[config.mk]
export PLATFORM = sky130hd
export DESIGN_NAME = sdram_arb_flat
export DESIGN_NICKNAME = d
export VERILOG_FILES = /design/src/rtl/sdram_arb_if.sv /design/src/rtl/sdram_arb.sv /design/src/flat_wrapper.sv
export SDC_FILE = /design/constraint.sdc
export NUM_CORES = 1
export LEC_CHECK = 0
export BUFFER_PORTS_ARGS = -buffer_cell sky130_fd_sc_hd__buf_2
export CAP_MARGIN = 20
export CORE_ASPECT_RATIO = 2
export CORE_MARGIN = 10
export CORE_UTILIZATION = 45
export DETAILED_ROUTE_END_ITERATION = 6
export PLACE_DENSITY = 0.64
export SETUP_SLACK_MARGIN = 0.2
export SLEW_MARGIN = 0
export SYNTH_ARGS = -nofsm -noshare
export SYNTH_HDL_FRONTEND = slang
export SYNTH_SLANG_ARGS = --single-unit
[constraint.sdc]
create_clock -name clk -period 1.8 [get_ports clk]
set_input_delay 0.18 -clock clk [delete_from_list [all_inputs] [get_ports clk]]
set_output_delay 0.18 -clock clk [all_outputs]
set_load 0.05 [all_outputs]
[src/rtl/sdram_arb_if.sv]
// Command-scheduler bus: requester handshakes, command-FSM strobes,
// end-of-operation pulses and status/error flags.
interface sdram_arb_if;
  logic       init_done;
  logic       sdram_rd_req;
  logic       sdram_rd_ack;
  logic       sdram_wr_req;
  logic       sdram_wr_ack;
  logic       aref_start;
  logic       rd_start;
  logic       wr_start;
  logic       end_tref;
  logic       end_tread;
  logic       end_twrite;
  logic       busy;
  logic [1:0] cur_grant;
  logic       ref_overrun;
  logic       err_timeout;
  logic       clr_err;

  modport slave (
    input  init_done, sdram_rd_req, sdram_wr_req, end_tref, end_tread, end_twrite, clr_err,
    output sdram_rd_ack, sdram_wr_ack, aref_start, rd_start, wr_start, busy, cur_grant,
           ref_overrun, err_timeout
  );

  modport master (
    output init_done, sdram_rd_req, sdram_wr_req, end_tref, end_tread, end_twrite, clr_err,
    input  sdram_rd_ack, sdram_wr_ack, aref_start, rd_start, wr_start, busy, cur_grant,
           ref_overrun, err_timeout
  );
endinterface

[src/rtl/sdram_arb.sv]
// SDRAM command scheduler: shares one command path between the refresh
// timer and the write/read requesters, one operation at a time.
module sdram_arb #(
  parameter int REF_CYCLES = 780,
  parameter int TIMEOUT    = 1023,
  parameter int CNT_W      = 16
) (
  input  logic        clk,
  input  logic        rst,
  sdram_arb_if.slave  bus
);

  typedef enum logic [2:0] {WAIT_INIT, ARB, REF, WR, RD} state_t;

  localparam logic [CNT_W-1:0] REF_LAST = CNT_W'(REF_CYCLES - 1);
  localparam logic [CNT_W-1:0] WD_LAST  = CNT_W'(TIMEOUT - 1);

  state_t           state, state_nxt;
  logic [CNT_W-1:0] ref_cnt, wd_cnt, wd_nxt;
  logic             ref_pend, last_rd, last_rd_nxt;
  logic             wrap, go_ref, op_done, timeout;
  logic             aref_nxt, wr_nxt, rd_nxt, busy_nxt;
  logic [1:0]       grant_nxt;

  // Refresh timer only runs once init is done.
  assign wrap    = (state != WAIT_INIT) && (ref_cnt == REF_LAST);
  assign op_done = (state == REF && bus.end_tref) ||
                   (state == WR  && bus.end_twrite) ||
                   (state == RD  && bus.end_tread);

  // State register
  always_ff @(posedge clk) begin
    if (rst) state <= WAIT_INIT;
    else     state <= state_nxt;
  end

  // Next state, grant decision and watchdog
  always_comb begin
    state_nxt   = state;
    wd_nxt      = wd_cnt;
    last_rd_nxt = last_rd;
    go_ref      = 1'b0;
    timeout     = 1'b0;
    aref_nxt    = 1'b0;
    wr_nxt      = 1'b0;
    rd_nxt      = 1'b0;
    case (state)
      WAIT_INIT: if (bus.init_done) state_nxt = ARB;
      ARB: begin
        // Watchdog restarts on every grant; ARB itself is never timed.
        wd_nxt = '0;
        if (ref_pend) begin
          go_ref    = 1'b1;
          aref_nxt  = 1'b1;
          state_nxt = REF;
        end else if (bus.sdram_wr_req && (!bus.sdram_rd_req || last_rd)) begin
          wr_nxt      = 1'b1;
          last_rd_nxt = 1'b0;
          state_nxt   = WR;
        end else if (bus.sdram_rd_req) begin
          rd_nxt      = 1'b1;
          last_rd_nxt = 1'b1;
          state_nxt   = RD;
        end
      end
      REF, WR, RD: begin
        // A real completion beats a timeout on the same edge.
        if (op_done) begin
          state_nxt = ARB;
        end else if (wd_cnt == WD_LAST) begin
          timeout   = 1'b1;
          state_nxt = ARB;
        end else begin
          wd_nxt = wd_cnt + 1'b1;
        end
      end
      default: state_nxt = WAIT_INIT;
    endcase
    busy_nxt = (state_nxt == REF) || (state_nxt == WR) || (state_nxt == RD);
    case (state_nxt)
      REF:     grant_nxt = 2'd1;
      WR:      grant_nxt = 2'd2;
      RD:      grant_nxt = 2'd3;
      default: grant_nxt = 2'd0;
    endcase
  end

  // Refresh timer, pending refresh, watchdog counter, round-robin pointer
  always_ff @(posedge clk) begin
    if (rst) begin
      ref_cnt  <= '0;
      ref_pend <= 1'b0;
      wd_cnt   <= '0;
      last_rd  <= 1'b1;   // write wins the first contention
    end else begin
      ref_cnt <= (state == WAIT_INIT || wrap) ? '0 : ref_cnt + 1'b1;
      // A wrap on the grant edge keeps the request alive for the next period.
      if (wrap)        ref_pend <= 1'b1;
      else if (go_ref) ref_pend <= 1'b0;
      wd_cnt  <= wd_nxt;
      last_rd <= last_rd_nxt;
    end
  end

  // Registered outputs and sticky error flags (set wins over clear)
  always_ff @(posedge clk) begin
    if (rst) begin
      bus.aref_start   <= 1'b0;
      bus.wr_start     <= 1'b0;
      bus.rd_start     <= 1'b0;
      bus.sdram_wr_ack <= 1'b0;
      bus.sdram_rd_ack <= 1'b0;
      bus.busy         <= 1'b0;
      bus.cur_grant    <= 2'd0;
      bus.ref_overrun  <= 1'b0;
      bus.err_timeout  <= 1'b0;
    end else begin
      bus.aref_start   <= aref_nxt;
      bus.wr_start     <= wr_nxt;
      bus.rd_start     <= rd_nxt;
      bus.sdram_wr_ack <= wr_nxt;
      bus.sdram_rd_ack <= rd_nxt;
      bus.busy         <= busy_nxt;
      bus.cur_grant    <= grant_nxt;
      if (wrap && ref_pend && !go_ref) bus.ref_overrun <= 1'b1;
      else if (bus.clr_err)            bus.ref_overrun <= 1'b0;
      if (timeout)          bus.err_timeout <= 1'b1;
      else if (bus.clr_err) bus.err_timeout <= 1'b0;
    end
  end

endmodule

[src/flat_wrapper.sv]
// flat-port wrapper written by rule: the top's interface ports become plain ports
module sdram_arb_flat 
#(
  parameter int REF_CYCLES = 780,
  parameter int TIMEOUT    = 1023,
  parameter int CNT_W      = 16
)
  (clk, rst, bus_init_done, bus_sdram_rd_req, bus_sdram_wr_req, bus_end_tref, bus_end_tread, bus_end_twrite, bus_clr_err, bus_sdram_rd_ack, bus_sdram_wr_ack, bus_aref_start, bus_rd_start, bus_wr_start, bus_busy, bus_cur_grant, bus_ref_overrun, bus_err_timeout);
  sdram_arb_if bus_i ();
  input  logic clk;
  input  logic rst;
  input wire logic [$bits(bus_i.init_done)-1:0] bus_init_done;
  input wire logic [$bits(bus_i.sdram_rd_req)-1:0] bus_sdram_rd_req;
  input wire logic [$bits(bus_i.sdram_wr_req)-1:0] bus_sdram_wr_req;
  input wire logic [$bits(bus_i.end_tref)-1:0] bus_end_tref;
  input wire logic [$bits(bus_i.end_tread)-1:0] bus_end_tread;
  input wire logic [$bits(bus_i.end_twrite)-1:0] bus_end_twrite;
  input wire logic [$bits(bus_i.clr_err)-1:0] bus_clr_err;
  output wire logic [$bits(bus_i.sdram_rd_ack)-1:0] bus_sdram_rd_ack;
  output wire logic [$bits(bus_i.sdram_wr_ack)-1:0] bus_sdram_wr_ack;
  output wire logic [$bits(bus_i.aref_start)-1:0] bus_aref_start;
  output wire logic [$bits(bus_i.rd_start)-1:0] bus_rd_start;
  output wire logic [$bits(bus_i.wr_start)-1:0] bus_wr_start;
  output wire logic [$bits(bus_i.busy)-1:0] bus_busy;
  output wire logic [$bits(bus_i.cur_grant)-1:0] bus_cur_grant;
  output wire logic [$bits(bus_i.ref_overrun)-1:0] bus_ref_overrun;
  output wire logic [$bits(bus_i.err_timeout)-1:0] bus_err_timeout;
  assign bus_i.init_done = bus_init_done;
  assign bus_i.sdram_rd_req = bus_sdram_rd_req;
  assign bus_i.sdram_wr_req = bus_sdram_wr_req;
  assign bus_i.end_tref = bus_end_tref;
  assign bus_i.end_tread = bus_end_tread;
  assign bus_i.end_twrite = bus_end_twrite;
  assign bus_i.clr_err = bus_clr_err;
  assign bus_sdram_rd_ack = bus_i.sdram_rd_ack;
  assign bus_sdram_wr_ack = bus_i.sdram_wr_ack;
  assign bus_aref_start = bus_i.aref_start;
  assign bus_rd_start = bus_i.rd_start;
  assign bus_wr_start = bus_i.wr_start;
  assign bus_busy = bus_i.busy;
  assign bus_cur_grant = bus_i.cur_grant;
  assign bus_ref_overrun = bus_i.ref_overrun;
  assign bus_err_timeout = bus_i.err_timeout;
  sdram_arb #(.REF_CYCLES(REF_CYCLES), .TIMEOUT(TIMEOUT), .CNT_W(CNT_W)) u_core (.clk(clk), .rst(rst), .bus(bus_i));
endmodule
After elaboration in Yosys (flattened, before gate mapping) --
Index checks and enable logic that the tools add are counted.
Cells by class: bitwise operators 2, multiplexer cells 25, reduce and logical (&&, ||, !) cells 28, add/subtract/negate cells 2, equal/unequal tests 11
Operator list (number):
- adder 16 x 1 -> 16 bit (second input constant) | 2
- == test 16 x 10 -> 1 bit (second input constant) | 2
- two-way mux 16 bit | 2
- one-hot mux 16 bit (2 select lines) | 1
- two-way mux 3 bit | 6
- two-way mux 1 bit | 14
- == test 3 x 2 -> 1 bit (second input constant) | 4
- nonzero test 2 bit | 5
- one-hot mux 3 bit (3 select lines) | 1
- logical AND 1 bit | 7
- == test 3 bit (second input constant) | 2
- logical OR 1 bit | 6
- one-hot mux 2 bit (3 select lines) | 1
- AND reduction 3 bit | 2
- OR reduction 3 bit | 2
- inequality test 2 bit (second input constant) | 2
- OR reduction 4 bit | 1
- == test 3 x 1 -> 1 bit (second input constant) | 1
- logical NOT 3 bit | 1
- nonzero test 3 bit | 1
- logical NOT 1 bit | 2
- inverter 1 bit | 2
- OR reduction 2 bit | 1
Storage, ports and cells: output and inout bits 10, logic and storage cells 80, flip-flop bits (word level) 45, input port bits 9

Depth between registers and ports, before layout --
word-level depth 9, depth in mapped cells 8, gate-level depth less buffers 7

Worst setup path after synthesis --
No wires, ideal clock.
kind reg-to-reg, start point register u_core.wd_cnt[0], end point register u_core.wd_cnt[10], setup time 132 ps, period minus slack after synthesis 1705 ps, slack 95 ps, cell stages (with the launch flop) 9, arrival time 1573 ps, buffers on the path 1, cells stage by stage dfxtp_1 -> inv_1 -> ha_1 -> nor4b_1 -> nand4_1 -> a21oi_2 -> buf_2 -> or3_1 -> a21oi_1
On the way: word-level cells in the longest chain between the ends 4
Ends and longest elaborated chain:
- start, declared | line sdram_arb.sv:19 | logic [CNT_W-1:0] ref_cnt, wd_cnt, wd_nxt;
- start signal, assigned | line sdram_arb.sv:100 | wd_cnt <= wd_nxt;
- adder 16 x 1 -> 16 bit | line sdram_arb.sv:74 | wd_nxt = wd_cnt + 1'b1;
- two-way mux 16 bit | line sdram_arb.sv:70 | end else if (wd_cnt == WD_LAST) begin
- two-way mux 16 bit | line sdram_arb.sv:68 | if (op_done) begin
- one-hot mux 16 bit (2 select lines) | line sdram_arb.sv:47 | case (state)
Several ways; a longest one is shown, not always the timed one. The select of a mux whose other input is x is not followed. A chain may end at the register's enable or synchronous reset.

Final worst setup path --
start point register u_core.wd_cnt[0], end point register u_core.wd_cnt[12]
The elaborated chain is that of the path after synthesis.

==> key figures <==
Run status
  • Status: complete, no violations

Timing
  • Setup violators final: 0
  • Max Freq: 563 MHz
  • Setup repair after global routing missed its margin: yes
  • Least-Margin Pin Slew: 0.409 ns
  • Period utilization: 98.7%
  • Setup WS post-layout: 0.0238 ns
  • Skew final: 0.00317 ns
  • Slew Limit Fails: 0
  • Slew margin rel.: 72.4%
  • Final hold vios: 0
  • Minimum clock period: 1.78 ns

Final layout
  • FILL cells: 377
  • FF+latch area: 910 um^2
  • Layout Area Growth over Synthesis: 31.6%
  • Share of post-route cells with drive strength above 1: 31.0%
  • # nets final: 295
  • N_diodes: 0
  • Multi-input combinational cell area: 0.00121 mm^2

Route
  • Routed vias/inst: 5.59
  • 1st-pass router iterations: 4
  • Number of routed nets with antenna violations: 0
  • Routed vias: 1890
  • Final WL: 5310 um
  • Initial DRC count: 73
  • Wirelength per Cell: 15.7 um
  • Drc violations: 0

Floorplanning
  • Die Y: 116 um
  • Die area: 0.00787 mm^2
  • Initial Utilization: 47.2%
  • Core footprint: 0.00438 mm^2
  • I/O pins: 19
  • Num rows: 34
  • Die X: 67.9 um

Synthesis
  • Post-synth top area cell: dfxtp_1
  • Mux cell area share after synthesis: 1.09%
  • Syn_area_per_cell: 8.61 um^2
  • Number of flops mapped to enable cells by yosys: 0
  • Synthesized flop and latch total: 45
  • Netlist Area Pre-Place: 0.00207 mm^2
  • Adder-Cell Fraction of Synth Area: 1.82%
  • Sequential-to-total area share from yosys stat: 43.6%
  • Netlist cell types: 44
  • Xor/xnor share of the synthesized area: 6.78%
  • Synth top area share: 43.6%
  • Synth warnings: 0
  • Post-Synthesis Cells: 240
  • Synth top area cells: dfxtp_1 44%, nor2_1 5.6%, xor2_1 5.1%, a21oi_1 3.6%, o21ai_0 3.4%
  • Complex-gate fraction of the synthesized area: 12.7%
  • Ys flop type: dfxtp_1
  • Async S/R FF share, synth: 0%
  • Post-Syn Nets: 252
  • Largest family of logic cells by synthesized area: simple AND/OR/NAND/NOR gates
  • Simple-gate share of the synthesized area: 30.0%

Setup path
  • WP depth: 9
  • Crit-path max FO: 6
  • Worst path max stage delay: 0.34 ns
  • Worst path buffer plus inverter count: 3
  • Worst path cell trace: inv_2, ha_2, nor4b_4, nand4_1, a21oi_4, buf_4, buf_16, o31ai_1, a21oi_1
  • Worst Setup End Kind: flop
  • Setup CP Type: flop to flop
  • Slowest CP cell: dfxtp_2
  • Crit path required time: 2.04 ns
  • Delay-heaviest family, CP: compound AO/OA/AOI/OAI gates
  • R2R depth: 9
  • Setup crit start kind: flop
  • Arr. time, crit path: 2.01 ns

CTS
  • Num CTS Buffers: 5
  • Max Root-Sink Buffers: 2
  • CTS tree: yes
  • # clock sinks: 45
  • Clock transition at path regs: 0.08 ns
  • H-Tree Depth: 2
  • Root Buffer: clkbuf_8
  • Latest clock arrival within the worst-skew pair: 0.30 ns
  • Cts hold-fix bufs: 0

Place
  • Placement Setup Slack: 0.0212 ns
  • GP Congestion: 0.835
  • Post-DP HPWL: 3770 um
  • Port Buffers: 18

Global routing
  • Global-route wire length before repair: 8900 um
  • Largest net degree at the start of global routing: 16
  • Vias in the first global route: 1966
  • GRT busiest layer: met2
  • Met3 usage: 3.00%
  • Grt ovf: 0
  • Antenna violations before repair: 0
  • GRT Util Overall: 14.4%
  • Met2 Use GR: 28.5%
  • Met1 usage: 12.7%

Power
  • Pleak: 1.04 nW
  • Total power: 0.00225 W
  • Max VDD drop: 0.728 mV
  • Pwr dens: 825 mW/mm^2

Run
  • Max_cap viols: 0

Min path
  • HP Class: input pin to flop
  • Hold Path Depth: 3
-- repair_timing --
action / in CTS / in global routing
resized for setup: 20 / 31
gates cloned: 3 / 0
hold endpoints to repair: 0 / 0
pin swaps: 5 / 11
setup endpoints to repair: 16 / 40
setup buffers: 6 / 1
-- sequential cells by signal, summed over array words and instances, names as in the netlist --
register,count
u_core.ref_cnt,16
u_core.wd_cnt,16
u_core.state,3
u_core.bus.cur_grant,2
u_core.bus.aref_start,1
u_core.bus.busy,1
u_core.bus.err_timeout,1
u_core.bus.ref_overrun,1
u_core.bus.sdram_rd_ack,1
u_core.bus.sdram_wr_ack,1
u_core.last_rd,1
u_core.ref_pend,1
-- cell usage in the layout (no fill, tap or decap), drive strengths merged, types with 2 or more instances in the layout --
cell type   n
and3        6
buf        46
nand2b      3
xnor2       4
o21ai      14
and4        6
nor4b       3
a21oi      16
or4         3
nand2      16
nand4       9
clkbuf      8
o31ai       2
and2        2
or3         9
nor2       31
dfxtp      45
xor2       12
nor3        7
inv         6
nand3      11
nor3b       4
ha          3
-- power breakdown --
group | total (W) | switching, W | internal, W
Clock | 0.000793 | 0.000340 | 0.000453
Sequential | 0.00104 | 0.0000198 | 0.00102
Combinational | 0.000414 | 0.000218 | 0.000196
-- layer usage --
layer | share of wire [%] | vias to the layer above
met5 | 0 | -
met4 | 3.4 | 0
met3 | 3.2 | 17
met2 | 60 | 35
met1 | 34 | 899
li1 | - | 939
-- synth_stat cells, types with 6 or more instances --
master,number
o21ai_0,14
nor2_1,31
dfxtp_1,45
nand2_1,16
xor2_1,12
and3_1,6
inv_1,6
nand3_1,11
and4_1,6
nand4_1,9
a21oi_1,15
nor3_1,7
or3_1,9
-- kinds of logic (layout without fill, tap and decap cells) --
kind of cell,Yosys count,count (layout)
buf+inv,17,61
fa+ha+maj,3,3
simple gates,115,115
xor+xnor,16,16
mux,1,1
compound gates,43,43
flops,45,45
-- tightest hold or removal path, stage by stage --
cell and delay, ns:
buf_2 0.12, nand2_1 0.06, nor3_1 0.04
-- layout make-up --
type	count	area share [%]
repair buffers	47	14.3
flip-flops and latches	45	33.4
well taps	54	2.48
clock buffers	7	3.17
multi-input cells	178	44.7
inverters	6	0.828
clock inverters	1	1.10
-- per-stage QoR --
stage / hold WS (ns) / util [%] / setup TNS (ns) / cell area (um^2) / std cells
5_1_grt: 0.138 / 62.1 / -0.365 / 2720 / 338
6_report: 0.138 / 62.1 / 0 / 2720 / 338
3_3_place_gp: 0.449 / 53.3 / 0 / 2340 / 320
3_5_place_dp: 0.448 / 53.3 / 0 / 2340 / 320
4_1_cts: 0.128 / 60.4 / 0 / 2650 / 337
2_1_floorplan: 0.304 / - / 0 / 2090 / 240
-- final timing paths --
check,startpoint,to,slack (ns)
setup / recovery,u_core.wd_cnt[0]$_SDFFE_PP0P_,u_core.wd_cnt[12]$_SDFFE_PP0P_,0.02
hold reg to reg,u_core.ref_cnt[0]$_SDFF_PP0_,u_core.ref_cnt[0]$_SDFF_PP0_,0.46
setup reg to reg,u_core.wd_cnt[0]$_SDFFE_PP0P_,u_core.wd_cnt[12]$_SDFFE_PP0P_,0.02
hold / removal,bus_sdram_wr_req,u_core.bus.sdram_wr_ack$_SDFF_PP0_,0.14
(Power assumes the default switching activity.)
